==> config.mk <==
export PLATFORM = sky130hd
export DESIGN_NAME = cnv_ofm_writer
export DESIGN_NICKNAME = d
export VERILOG_FILES = /design/src/rtl/cnv_pkg.sv /design/src/rtl/cnv_quant.sv /design/src/rtl/cnv_ofm_writer.sv
export SDC_FILE = /design/constraint.sdc
export NUM_CORES = 1
export LEC_CHECK = 0
export BUFFER_PORTS_ARGS = -buffer_cell sky130_fd_sc_hd__buf_4
export CORE_AREA = 2 2 181 183
export DETAILED_ROUTE_END_ITERATION = 8
export DIE_AREA = 0 0 183 185
export GPL_ROUTABILITY_DRIVEN = 0
export PLACE_DENSITY = 0.51
export SETUP_SLACK_MARGIN = 0.02
export SYNTH_ARGS = -nofsm -noshare
export SYNTH_HDL_FRONTEND = slang
export SYNTH_SLANG_ARGS = --single-unit
==> constraint.sdc <==
create_clock -name clk -period 2.25 [get_ports clk]
set_input_delay 0 -clock clk [delete_from_list [all_inputs] [get_ports clk]]
set_output_delay 0 -clock clk [all_outputs]
set_load 0.01 [all_outputs]
==> src/rtl/cnv_pkg.sv <==
// Shared definitions for the convolution output-feature-map writer:
// frame geometry defaults, accumulator/quantization bit positions,
// the writer FSM state type and the per-channel quantize helper.
package cnv_pkg;

    localparam int WIDTH_DEF   = 128;
    localparam int HEIGHT_DEF  = 128;
    localparam int NUM_MAC_DEF = 16;

    localparam int ACC_W  = 20;
    localparam int Q_MSB  = 19;
    localparam int Q_LSB  = 12;
    localparam int Q_W    = Q_MSB - Q_LSB + 1;
    localparam int ADDR_W = 14;

    typedef enum logic [0:0] {
        ST_IDLE = 1'b0,
        ST_RUN  = 1'b1
    } state_t;

    // Keep the top accumulator bits (signed truncation); with relu set,
    // negative accumulators clamp to zero.
    function automatic logic [Q_W-1:0] quantize(input logic [ACC_W-1:0] acc,
                                                 input logic             relu);
        logic [Q_W-1:0] q;
        q = acc[Q_MSB:Q_LSB];
        if (relu && acc[Q_MSB]) begin
            q = '0;
        end
        return q;
    endfunction

endpackage

==> src/rtl/cnv_quant.sv <==
// Per-channel quantizer: 20-bit accumulator in, 8-bit pixel out, purely
// combinational. Build option CNV_OFM_RELU_EN clamps negative results to 0.
module cnv_quant
    import cnv_pkg::*;
(
    input  logic [ACC_W-1:0] acc,
    output logic [Q_W-1:0]   q
);

`ifdef CNV_OFM_RELU_EN
    // Negative accumulators are written as zero.
    assign q = quantize(acc, 1'b1);
`else
    // Plain truncation to the upper accumulator bits.
    assign q = quantize(acc, 1'b0);
`endif

endmodule

==> src/rtl/cnv_ofm_writer.sv <==
// Output feature-map writer. Armed by start_i, it takes one MAC result
// beat per vld_i in raster order and issues a registered write of the
// quantized channels to the output buffer. vld_i outside a frame is a
// protocol error (sticky err_o, cleared by the next start_i).
// Build option: CNV_OFM_RELU_EN (ReLU clamp inside cnv_quant).
//
// state   | meaning
// --------+----------------------------------------------------------
// ST_IDLE | waiting for start_i; vld_i is dropped and flags err_o
// ST_RUN  | accepting pixels; returns to idle after the last pixel
module cnv_ofm_writer
    import cnv_pkg::*;
#(
    parameter int WIDTH   = WIDTH_DEF,
    parameter int HEIGHT  = HEIGHT_DEF,
    parameter int NUM_MAC = NUM_MAC_DEF
) (
    input  logic                     clk,
    input  logic                     rstn,
    input  logic                     start_i,
    input  logic                     vld_i,
    input  logic [NUM_MAC*ACC_W-1:0] acc_i,
    output logic                     ofm_we_o,
    output logic [ADDR_W-1:0]        ofm_addr_o,
    output logic [NUM_MAC*Q_W-1:0]   ofm_wdata_o,
    output logic                     busy_o,
    output logic                     frame_done_o,
    output logic                     err_o
);

    localparam int COL_W = (WIDTH  > 1) ? $clog2(WIDTH)  : 1;
    localparam int ROW_W = (HEIGHT > 1) ? $clog2(HEIGHT) : 1;

    state_t                   state;
    logic [COL_W-1:0]         col;
    logic [ROW_W-1:0]         row;
    logic                     accept;
    logic                     last_col;
    logic                     last_row;
    logic [ADDR_W-1:0]        pix_addr;
    logic [NUM_MAC*Q_W-1:0]   q_data;

    assign accept   = (state == ST_RUN) && vld_i;
    assign last_col = (col == COL_W'(WIDTH - 1));
    assign last_row = (row == ROW_W'(HEIGHT - 1));
    assign pix_addr = ADDR_W'(row) * ADDR_W'(WIDTH) + ADDR_W'(col);
    assign busy_o   = (state == ST_RUN);

    // One quantizer per MAC channel.
    for (genvar k = 0; k < NUM_MAC; k++) begin : g_quant
        cnv_quant u_quant (
            .acc (acc_i[k*ACC_W +: ACC_W]),
            .q   (q_data[k*Q_W +: Q_W])
        );
    end

    // Frame FSM and raster counters; start_i in RUN is ignored.
    always_ff @(posedge clk or negedge rstn) begin
        if (!rstn) begin
            state <= ST_IDLE;
            col   <= '0;
            row   <= '0;
        end else begin
            case (state)
                ST_IDLE: begin
                    if (start_i) begin
                        state <= ST_RUN;
                        col   <= '0;
                        row   <= '0;
                    end
                end
                ST_RUN: begin
                    if (vld_i) begin
                        if (last_col) begin
                            col <= '0;
                            if (last_row) begin
                                row   <= '0;
                                state <= ST_IDLE;
                            end else begin
                                row <= row + ROW_W'(1);
                            end
                        end else begin
                            col <= col + COL_W'(1);
                        end
                    end
                end
                default: state <= ST_IDLE;
            endcase
        end
    end

    // Sticky error: a stray beat in idle wins over a same-cycle start_i.
    always_ff @(posedge clk or negedge rstn) begin
        if (!rstn) begin
            err_o <= 1'b0;
        end else if (state == ST_IDLE) begin
            if (vld_i) begin
                err_o <= 1'b1;
            end else if (start_i) begin
                err_o <= 1'b0;
            end
        end
    end

    // Registered write port; address/data hold between writes.
    always_ff @(posedge clk or negedge rstn) begin
        if (!rstn) begin
            ofm_we_o     <= 1'b0;
            ofm_addr_o   <= '0;
            ofm_wdata_o  <= '0;
            frame_done_o <= 1'b0;
        end else begin
            ofm_we_o     <= accept;
            frame_done_o <= accept && last_col && last_row;
            if (accept) begin
                ofm_addr_o  <= pix_addr;
                ofm_wdata_o <= q_data;
            end
        end
    end

endmodule

* After elaboration in Yosys (flattened, before gate mapping)
Index checks and enable logic that the tools add are counted.
** Word-level totals
- Register bits :: 160
- Latch bits :: 0
- Memory bits (writable) :: 0
- Bits in read-only memories :: 0
- Input port bits :: 324
- Logic and storage cells :: 39
- Memories kept :: 0
** Operators by class
- Add/subtract/negate cells :: 3
- Multipliers :: 0
- Divide/modulo/power cells :: 0
- Order comparisons :: 0
- Eq/ne operators :: 5
- Shifts and indexed selects :: 0
- Muxes and demuxes :: 15
- Bitwise gates (word level) :: 1
- Reductions and logical operators :: 7
** Operators by type and width (count)
- $mux W7 :: 6
- $pmux W7 S2 :: 2
- $add A14 B7 Y14 :: 1
- $add A7 B1 Y7 const B :: 2
- $eq A7 B7 Y1 const B :: 2
- $mux W1 :: 6
- $ne A2 B2 Y1 const B :: 2
- $reduce_and A2 Y1 :: 2
- $logic_and A1 B1 Y1 :: 3
- $reduce_and A3 Y1 :: 1
- $ne A2 B1 Y1 const B :: 1
- $pmux W1 S2 :: 1
- $reduce_bool A2 Y1 :: 1
- $not A1 Y1 :: 1

* Depth between registers and ports, before layout
- Depth after elaboration :: 5
- Mapped depth :: 7

* By module
From an unflattened synthesis, not the netlist that was laid out.
** Unflattened totals
- Cell total of the unflattened synthesis :: 821
- Area total of the unflattened synthesis :: 7150.6 um2
** By module, submodules not included
- cnv_ofm_writer :: instances 1, cells an instance 693, area an instance 6189.7 um2, sequential area each 4003.8 um2
- cnv_quant :: instances 16, cells an instance 8, area an instance 60.1 um2, sequential area each 0.0 um2

* Worst setup path after synthesis
No wires, ideal clock.
- Path kind :: flip-flop to flip-flop
- Start :: register col[0]
- End :: register row[5]
- Library setup time :: 0.077 ns
- Arrival :: 1.579 ns
- Data required time :: 2.173 ns
- Slack :: 0.594 ns
- Cell stages (with the launch flop) :: 7
- Path buffers :: 1
- Path through :: dfrtp_1 -> ha_1 -> and4_1 -> buf_6 -> a31oi_4 -> or4_1 -> a21oi_1
** On the way
- Cells in the longest elaborated chain, start to end :: 3
** Ends and longest elaborated chain
- start: declaration :: RTL line cnv_ofm_writer.sv:35 : logic [COL_W-1:0] col;
- start signal: assignment :: RTL line cnv_ofm_writer.sv:83 : col <= col + COL_W'(1);
- $eq A7 B7 Y1 :: RTL line cnv_ofm_writer.sv:44 : assign last_col = (col == COL_W'(WIDTH - 1));
- $ne A2 B1 Y1 (no source line)
- $reduce_and A3 Y1 (no source line)
- end signal: assignment :: RTL line cnv_ofm_writer.sv:80 : row <= row + ROW_W'(1);
- end: declaration :: RTL line cnv_ofm_writer.sv:36 : logic [ROW_W-1:0] row;
No other way between the ends.
A chain may end at the register's enable or synchronous reset.

* Worst setup path after layout
Ends and elaborated chain as after synthesis.

==> impl_metrics.env <==
export IMPL_status="complete, no violations"
export IMPL_total_power_mw=7.86
export IMPL_cp_end_kind="flip-flop"
export IMPL_slew_headroom_pct=50.9
export IMPL_synth_top_family_by_area="simple AND/OR/NAND/NOR gates"
export IMPL_final_antenna_net_count=0
export IMPL_layout_nets=1417
export IMPL_first_iter_violations=168
export IMPL_wl_microns=20400
export IMPL_worstMarginPinSlew_ns=0.737
export IMPL_drive_above_1_share_pct=29.3
export IMPL_synthCells=690
export IMPL_synthXorXnorAreaFrac_pct=0.425
export IMPL_synth_simple_area_share_pct=29.0
export IMPL_yosysSeqAreaShare_pct=64.8
export IMPL_cts_tree="built"
export IMPL_worstSetupStartpointType="flip-flop"
export IMPL_min_period_over_period_pct=80.5
export IMPL_die_height_microns=185
export IMPL_arrival_ns=2.17
export IMPL_rsz0062_at_grt="false"
export IMPL_hold_viol_final=0
export IMPL_grt_pass1_wl_microns=32200
export IMPL_critPathBufInv=0
export IMPL_yosys_top_cells_area="dfrtp_1 (65%), nand2_1 (26%), clkbuf_1 (1.6%)"
export IMPL_dr_pass1_iters=4
export IMPL_antenna_found_initial=0
export IMPL_finalMaxSlewViolations=0
export IMPL_yosysUniqueCellTypes=35
export IMPL_start_util_pct=19.3
export IMPL_clk_latency_ns=0.43
export IMPL_grt_pass1_vias=6169
export IMPL_clkSinkCount=160
export IMPL_diodes=0
export IMPL_area_growth_pct=72.7
export IMPL_setup_violations=0
export IMPL_synth_fa_ha_area_share_pct=0.405
export IMPL_core_area_sq_mm=0.0320
export IMPL_leakagePower_nw=5.64
export IMPL_vias=5931
export IMPL_path_clk_slew_ns=0.06
export IMPL_grt_use_total_pct=12.2
export IMPL_pin_count=470
export IMPL_grt_overflow=0
export IMPL_cts_setup_buffers=0
export IMPL_worst_setup_path_type="flip-flop to flip-flop"
export IMPL_max_freq_ghz=0.552
export IMPL_avgViaCountPerCell=3.92
export IMPL_crit_slowest_cell="or4_1"
export IMPL_synth_ff_type="dfrtp_1"
export IMPL_syn_area_sq_mm=0.00618
export IMPL_required_ns=2.61
export IMPL_cts_max_level=4
export IMPL_yosysMostFrequentCell="nand2_1"
export IMPL_port_buffers=277
export IMPL_clock_path_buffers=2
export IMPL_synth_mux_area_share_pct=0.162
export IMPL_synth_compound_area_share_pct=2.67
export IMPL_ys_warn_count=0
export IMPL_synth_edf_count=0
export IMPL_clockRootBuffer="clkbuf_16"
export IMPL_cap_violations=0
export IMPL_dp_hpwl_microns=13100
export IMPL_synthArstFlopShare_pct=100
export IMPL_cp_max_fo=8
export IMPL_yosysTopAreaCellShare_pct=64.8
export IMPL_drc_errors=0
export IMPL_crit_chain="ha_1, and4_1, a31oi_4, or4_1, a21oi_1"
export IMPL_yosysTopAreaCell="dfrtp_1"
export IMPL_grt_max_degree=147
export IMPL_clock_skew_ns=0.00893
export IMPL_wire_per_inst_microns=13.5
export IMPL_dieArea_sq_mm=0.0339
export IMPL_cts_made_buffers=17
export IMPL_cp_top_family="simple AND/OR/NAND/NOR gates"
export IMPL_fp_dieW_microns=183
export IMPL_slowest_delay_ns=0.49
export IMPL_ys_ff_latch=160
export IMPL_rows=66
export IMPL_period_minus_slack_ns=1.81
export IMPL_ir_worst_vdd_mv=0.473
export IMPL_syn_area_per_cell_sq_um=8.96
export IMPL_syn_nets=1016
export IMPL_power_density_mw_per_mm2=736
export IMPL_worstHoldPathType="input port to async pin"
export IMPL_fin_setup_tns_ns=0
export IMPL_synthTopCellsByCount="nand2_1 (434), dfrtp_1 (160), clkbuf_1 (26)"
-- placed cells by master, fill, tap and decap left out, types with 2 or more instances in the layout --
master and n:
a21oi_1 3, o21ai_0 9, clkbuf_1 3, buf_4 282, bufinv_16 4, nand2_1 433
clkbuf_16 17, nor2_1 10, dfrtp_1 160, and3_2 3, buf_12 4, a2bb2oi_1 2
nand3_1 6, clkinvlp_4 3, ha_1 2, nand4_1 2, dlygate4sd3_1 131, xor2_1 3
clkinv_2 4
-- metal layers --
layer / up-vias / wire length [microns] / share of wire, % / GRT usage (%)
li1: 2925 / - / - / -
met1: 2739 / 9250 / 45 / 15.0
met2: 251 / 8930 / 44 / 19.4
met3: 16 / 1900 / 9.3 / 4.88
met4: 0 / 311 / 1.5 / 4.42
met5: - / 0 / 0 / 0
-- worst reg2reg max path, cell delays in order (launching register included) --
cell and delay [ns]:
dfrtp_1 0.45, ha_1 0.22, and4_1 0.27, a31oi_4 0.15, or4_1 0.49, a21oi_1 0.14
-- registers in the layout, summed over array words and instances (netlist names) --
signal,flops
busy_o,1
err_o,1
ofm_addr_o,14
ofm_we_o,1
frame_done_o,1
row,7
ofm_wdata_o,128
col,7
-- path summary, 6_finish.rpt --
| path | startpoint | endpoint | slack (ns) | cells after the start |
|---|---|---|---|---|
| worst max-delay path | col[0] | row[5] | 0.44 | 5 |
| worst min-delay path | rstn | ofm_wdata_o[127] | 0.08 | 2 |
| min in group clk | acc_i[215] | ofm_wdata_o[83] | 0.30 | 4 |
| worst min register to register | ofm_addr_o[4] | ofm_addr_o[4] | 0.47 | 2 |
| worst max register to register | col[0] | row[5] | 0.44 | 5 |
| max in group asynchronous | rstn | ofm_wdata_o[126] | 1.45 | 3 |
-- timing repair --
action,in CTS,in global routing
hold buffers,131,0
endpoints found under the hold margin,282,0
gates resized for setup,0,0
-- per-stage QoR --
step | hold slack (ns) | std cells | util [%] | setup WS (ns) | instance area (sq um)
after global placement | -0.0197 | 1349 | 27.3 | 0.449 | 8760
after global routing | 0.101 | 1512 | 33.3 | 0.303 | 10700
final | 0.0763 | 1512 | 33.3 | 0.439 | 10700
after detailed placement | -0.0163 | 1349 | 27.3 | 0.437 | 8760
after CTS | 0.0728 | 1512 | 33.3 | 0.409 | 10700
after floorplan | -0.296 | 690 | - | 0.594 | 6180
-- area by class of cell --
class	count	area, sq um
Sequential cell	160	4000
Tap cell	408	510
Inverter	2	10.0
Clock buffer	21	450
Timing Repair Buffer	418	3520
Fill cell	3277	21400
Clock inverter	11	163
Multi-Input combinational cell	492	2020
-- where the power goes --
group          total (mW)  leakage [nW]  internal (mW)  switching [mW]
combinational        1.42          3.37          0.756           0.665
clock                3.08         0.293           1.88            1.20
sequential           3.36          1.98           3.17           0.196
total                7.86          5.64           5.80            2.06
-- kinds of logic (layout without fill, tap and decap cells) --
| family | after synthesis | in the layout |
|---|---|---|
| fa+ha+maj | 2 | 2 |
| compound gates | 23 | 23 |
| xor+xnor | 3 | 3 |
| mux | 1 | 1 |
| flops | 160 | 160 |
| simple gates | 463 | 463 |
| buf+inv | 38 | 452 |
Power figures use the tool's default switching activity.
